==> config.mk <==
export PLATFORM = sky130hd
export DESIGN_NAME = adc_captura_pmod
export DESIGN_NICKNAME = d
export VERILOG_FILES = /design/src/rtl/adc_captura_pmod.sv
export SDC_FILE = /design/constraint.sdc
export NUM_CORES = 1
export LEC_CHECK = 0
export CORE_ASPECT_RATIO = 0.9
export CORE_UTILIZATION = 48
export CTS_BUF_LIST = sky130_fd_sc_hd__clkbuf_4 sky130_fd_sc_hd__clkbuf_8
export DETAILED_ROUTE_END_ITERATION = 10
export PLACE_DENSITY = 0.88
export REMOVE_ABC_BUFFERS = 1
export SYNTH_ARGS = -nofsm -noshare
export SYNTH_HDL_FRONTEND = slang
export SYNTH_SLANG_ARGS = --single-unit
==> constraint.sdc <==
create_clock -name clk -period 1.65 [get_ports clk]
set_input_delay 0.165 -clock clk [delete_from_list [all_inputs] [get_ports clk]]
set_output_delay 0.165 -clock clk [all_outputs]
set_load 0.005 [all_outputs]
==> src/rtl/adc_captura_pmod.sv <==
// AD7476 capture front end: periodic conversion trigger, SPI-style read of one
// 16-bit frame, and conversion of the 12-bit offset-binary code to signed fixed point.
module adc_captura_pmod #(
    parameter int N       = 24,
    parameter int F       = 12,
    parameter int DIV     = 4,
    parameter int PERIODO = 2000
) (
    input  logic         clk,
    input  logic         reset,
    input  logic         habilitar,
    input  logic         sdata,
    output logic         cs,
    output logic         sclk,
    output logic [N-1:0] uk,
    output logic         datolisto,
    output logic [11:0]  dato_crudo,
    output logic         sobrecarga,
    output logic [1:0]   o_estado
);

    localparam int CW = (PERIODO > 1) ? $clog2(PERIODO) : 1;
    localparam int DW = $clog2(DIV);

    typedef enum logic [1:0] {
        REPOSO = 2'd0,
        CONV   = 2'd1,
        LISTO  = 2'd2
    } estado_t;

    estado_t       r_estado;
    logic [CW-1:0] r_cnt;
    logic [DW-1:0] r_div;
    logic [4:0]    r_tog;
    logic [15:0]   r_shift;
    logic          r_cs;
    logic          r_sclk;
    logic          r_datolisto;
    logic          r_sobre;
    logic [N-1:0]  r_uk;
    logic [11:0]   r_dato;

    logic          w_tick;
    logic          w_fin_half;
    logic [15:0]   w_word;
    logic [11:0]   w_val;
    logic [N-1:0]  w_uk;
    logic          w_unused_msb;

    always_comb begin
        w_tick       = habilitar && (r_cnt == CW'(PERIODO - 1));
        w_fin_half   = (r_div == DW'(DIV - 1));
        w_word       = {r_shift[14:0], sdata};
        // Offset binary to two's complement is an MSB inversion.
        w_val        = {~w_word[11], w_word[10:0]};
        w_uk         = {{(N-12){w_val[11]}}, w_val} << (F - 11);
        w_unused_msb = r_shift[15];
    end

    always_ff @(posedge clk or posedge reset) begin
        if (reset) begin
            r_cnt <= '0;
        end else if (!habilitar || w_tick) begin
            r_cnt <= '0;
        end else begin
            r_cnt <= r_cnt + CW'(1);
        end
    end

    always_ff @(posedge clk or posedge reset) begin
        if (reset) begin
            r_estado    <= REPOSO;
            r_div       <= '0;
            r_tog       <= '0;
            r_shift     <= '0;
            r_cs        <= 1'b1;
            r_sclk      <= 1'b1;
            r_datolisto <= 1'b0;
            r_sobre     <= 1'b0;
            r_uk        <= '0;
            r_dato      <= '0;
        end else begin
            if (w_tick && r_estado != REPOSO) begin
                r_sobre <= 1'b1;
            end
            case (r_estado)
                REPOSO: begin
                    r_datolisto <= 1'b0;
                    if (w_tick) begin
                        r_estado <= CONV;
                        r_cs     <= 1'b0;
                        r_sclk   <= 1'b1;
                        r_div    <= '0;
                        r_tog    <= '0;
                    end
                end
                CONV: begin
                    if (w_fin_half) begin
                        r_div  <= '0;
                        r_sclk <= ~r_sclk;
                        r_tog  <= r_tog + 5'd1;
                        // A low-to-high sclk transition is the ADC sampling point.
                        if (!r_sclk) begin
                            r_shift <= w_word;
                        end
                        if (r_tog == 5'd31) begin
                            r_estado    <= LISTO;
                            r_cs        <= 1'b1;
                            r_datolisto <= 1'b1;
                            r_uk        <= w_uk;
                            r_dato      <= w_word[11:0];
                        end
                    end else begin
                        r_div <= r_div + DW'(1);
                    end
                end
                LISTO: begin
                    r_datolisto <= 1'b0;
                    r_estado    <= REPOSO;
                end
                default: begin
                    r_estado <= REPOSO;
                end
            endcase
        end
    end

    assign cs         = r_cs;
    assign sclk       = r_sclk;
    assign datolisto  = r_datolisto;
    assign sobrecarga = r_sobre;
    assign uk         = r_uk;
    assign dato_crudo = r_dato;
    assign o_estado   = r_estado;

endmodule
==> metrics.md <==
| Metric | Value |
|---|---|
| Fin crit period | `1.77 ns` |
| Post-synth EDFFs | `0` |
| H-tree depth | `2` |
| CP startpoint | `r_tog[1]` |
| Post-synthesis register bit count | `48` |
| GRT overflow | `0` |
| Status | `finished, violations left` |
| Design area | `3070 um^2` |
| Critical Path End Type | `register` |
| Final setup violating endpoints | `15` |
| Ratio of cells with drive above 1 in the final layout | `about 36%` |
| Hold_buf cts | `0` |
| Reg-to-Reg End | `dato_crudo[10]` |
| DP HPWL | `a little under 3000 um` |
| Post-Syn Area | `roughly 2200 um^2` |
| Leakage power total | `1.37 nW` |
| DP Cell Count | `about 290` |
| Core ar. | `4460 um^2` |
| Commonest non-fill, non-tap cells in the layout | `dfrtp_1 (44), clkdlybuf4s50_1 (44), buf_4 (30)` |
| Clock sinks | `48` |
| Power Dens Cells | `662 nW/um^2` |
| Clk Latency, worst-skew pair | `about 0.3 ns` |
| First-pass DRT Iterations | `5` |
| First-pass GRT wire length | `approximately 7400 um` |
| WL final | `about 4800 um` |
| Vias in the first global route | `1542` |
| Fin nets | `between 200 and 250` |
| Die X | `around 74 um` |
| Hold/Removal Path Class | `in2async` |
| Synth cell types | `38` |
| Async SR Flop Fraction | `100%` |
| Register-to-Register Path Depth | `6` |
| Vias/cell | `~5.2` |
| Via count | `about 1600` |
| Fill cells | `283` |
| Post-synthesis to final-layout area growth | `38.0%` |
| Max Root-Sink Buffers | `2` |
| Wire per inst | `between 15 and 20 um` |
| Syn_area_per_cell | `12.3 um^2` |
| Yosys warns | `0` |
| Worst EP arrival | `1.95 ns` |
| Total GRT Usage | `20.2%` |
| Die area | `4900 um^2` |
| Starting DRT DRC Count | `53` |
| Final Hold Fails | `0` |
| Tcrit/Tclk final | `107%` |
| Seq/Total Area, Yosys | `54.2%` |
| Worst Slack Setup Final | `-0.116 ns` |
| RePlAce Congestion | `0.825` |
| Die Ht | `66.5 um` |
| CTS clock-pin slew for the worst setup and hold paths | `0.09 ns` |
| Slew Viols, Final | `0` |
| Critical Path RT | `1.83 ns` |
| Setup Crit Path Kind | `reg2reg` |
| Post-route insts no fill | `between 300 and 400` |
| DRC viols | `0` |
| Antenna Nets Post-Route | `0` |
| Reg2reg start | `r_tog[1]` |
| IO Pins | `46` |
| Crit-path slowest cell | `dfrtp_1` |
| RSZ-0062 raised after global routing | `yes` |
| Num rows | `23` |
| Max Cap Viol | `0` |
| Setup Skew | `0.00621 ns` |
| Crit Path Max Fanout | `8` |
| Pin count of the biggest net entering global routing | `38` |
| Initial antenna violation count | `0` |
| CTS tree | `done` |
| Reg-to-reg slack, setup | `-0.12 ns` |
| Worst path cell trace | `ha_2, and3_4, ha_4, and4b_2, buf_12, mux2_4` |
| IO buf count | `44` |
| Startpoint types | `register` |
| Antenna diodes | `0` |
| Fmax | `0.566 GHz` |
| Cells after Synth | `181` |
| Placed Area | `roughly 2800 um^2` |
| Worst vdd ir | `slightly below 0.7 mV` |
| Violated checks | `negative setup slack` |
| Main synth FF type | `dfrtp_1` |
| Worst path max stage delay | `0.37 ns` |
| Num CTS Buffers | `5` |
| Root Buffer | `clkbuf_8` |
| Starting Density | `49.8%` |
## what timing repair did
item | in CTS | in global routing
resized for setup | 4 | 22
setup buffers | 1 | 4
setup endpoints to repair | 20 | 34
gates cloned | 1 | 1
pin swaps | 4 | 6
## synth_stat cells, types with 2 or more instances
library cell	instances	area share [%]
a21o_1	2	0.68
a21oi_1	7	1.6
a22o_1	6	2.4
and3_1	3	0.85
buf_2	3	0.68
buf_4	23	7.8
dfrtp_1	46	52
dfstp_2	2	2.4
ha_1	4	2.3
inv_1	7	1.2
mux2_2	26	13
nand2_1	3	0.51
nand2b_1	2	0.56
nand3_1	3	0.68
nand4_1	4	1.1
nor2_1	7	1.2
nor2b_1	2	0.56
nor3_1	2	0.45
o21ai_0	3	0.68
o31ai_1	3	1.0
or3_1	2	0.56
or4_1	4	1.4
xnor2_1	2	0.79
## cell type report
type	count	area, um^2	share of cell area, %
flip-flops and latches	48	1210	39.3
well taps	62	77.6	2.53
repair buffers	80	773	25.2
multi-input cells	99	885	28.9
inverters	7	26.3	0.857
clock buffers	7	90.1	2.94
clock inverters	1	7.51	0.245
## metal layers
layer | wire length [um] | share of wire (%) | track usage (%)
met4 | 47 | 0.99 | 4.33
met5 | 0 | 0 | 0
met1 | 2130 | 45 | 27.8
met2 | 2360 | 49 | 32.5
met3 | 235 | 4.9 | 5.14
## worst max-delay path by stage
stage / cells past startpoint / slack [ns] / to
after floorplan: 5 / -0.18 / dato_crudo[0]
after global placement: 6 / -0.06 / dato_crudo[6]
after detailed placement: 3 / -0.13 / r_tog[3]
after CTS: 6 / -0.12 / dato_crudo[10]
after global routing: 6 / -0.17 / dato_crudo[10]
final: 6 / -0.12 / dato_crudo[10]
## where the power goes
| group | switching [mW] | total [mW] | internal, mW |
|---|---|---|---|
| logic | 0.0458 | 0.0872 | 0.0414 |
| clock network | 0.383 | 0.740 | 0.357 |
| registers | 0.0108 | 1.20 | 1.19 |
| total | 0.439 | 2.03 | 1.59 |
## critical path, delay by kind of cell, from the launching register on
kind	cells	cell delay, ns
flops	1	0.37
simple gates	2	0.48
fa+ha+maj	2	0.30
mux	1	0.32
buf+inv	1	0.16
## stage by stage
stage               total power [mW]  TNS, ns  worst slack [ns]  hold slack [ns]  util, %
detailed placement              1.31    -1.42            -0.126            0.455     62.7
finish                          2.03    -1.31            -0.116            0.116     68.7
global route                    2.11    -2.15            -0.166            0.135     68.7
floorplan                       1.26    -3.35            -0.181            0.303        -
CTS                             2.04    -1.05            -0.119            0.125     65.7
global placement                1.30   -0.845           -0.0628            0.444     62.7
## flip-flops by register name, indices dropped and copies added, names as in the netlist
name	cells
o_estado	2
cs	1
r_tog	5
dato_crudo	12
r_cnt	11
r_shift	11
datolisto	1
sclk	1
sobrecarga	1
uk	1
r_div	2
## cell families after synthesis
group,count (synthesis),synth area share [%]
buffers and inverters,35,10.3
other,1,0.169
muxes,26,13.2
and+or+nand+nor,35,9.13
DFF,48,54.2
AOI/OAI and AO/OA,29,9.58
xor gates and xnor gates,3,1.18
adders and majority gates,4,2.25
(Power assumes the default switching activity.)
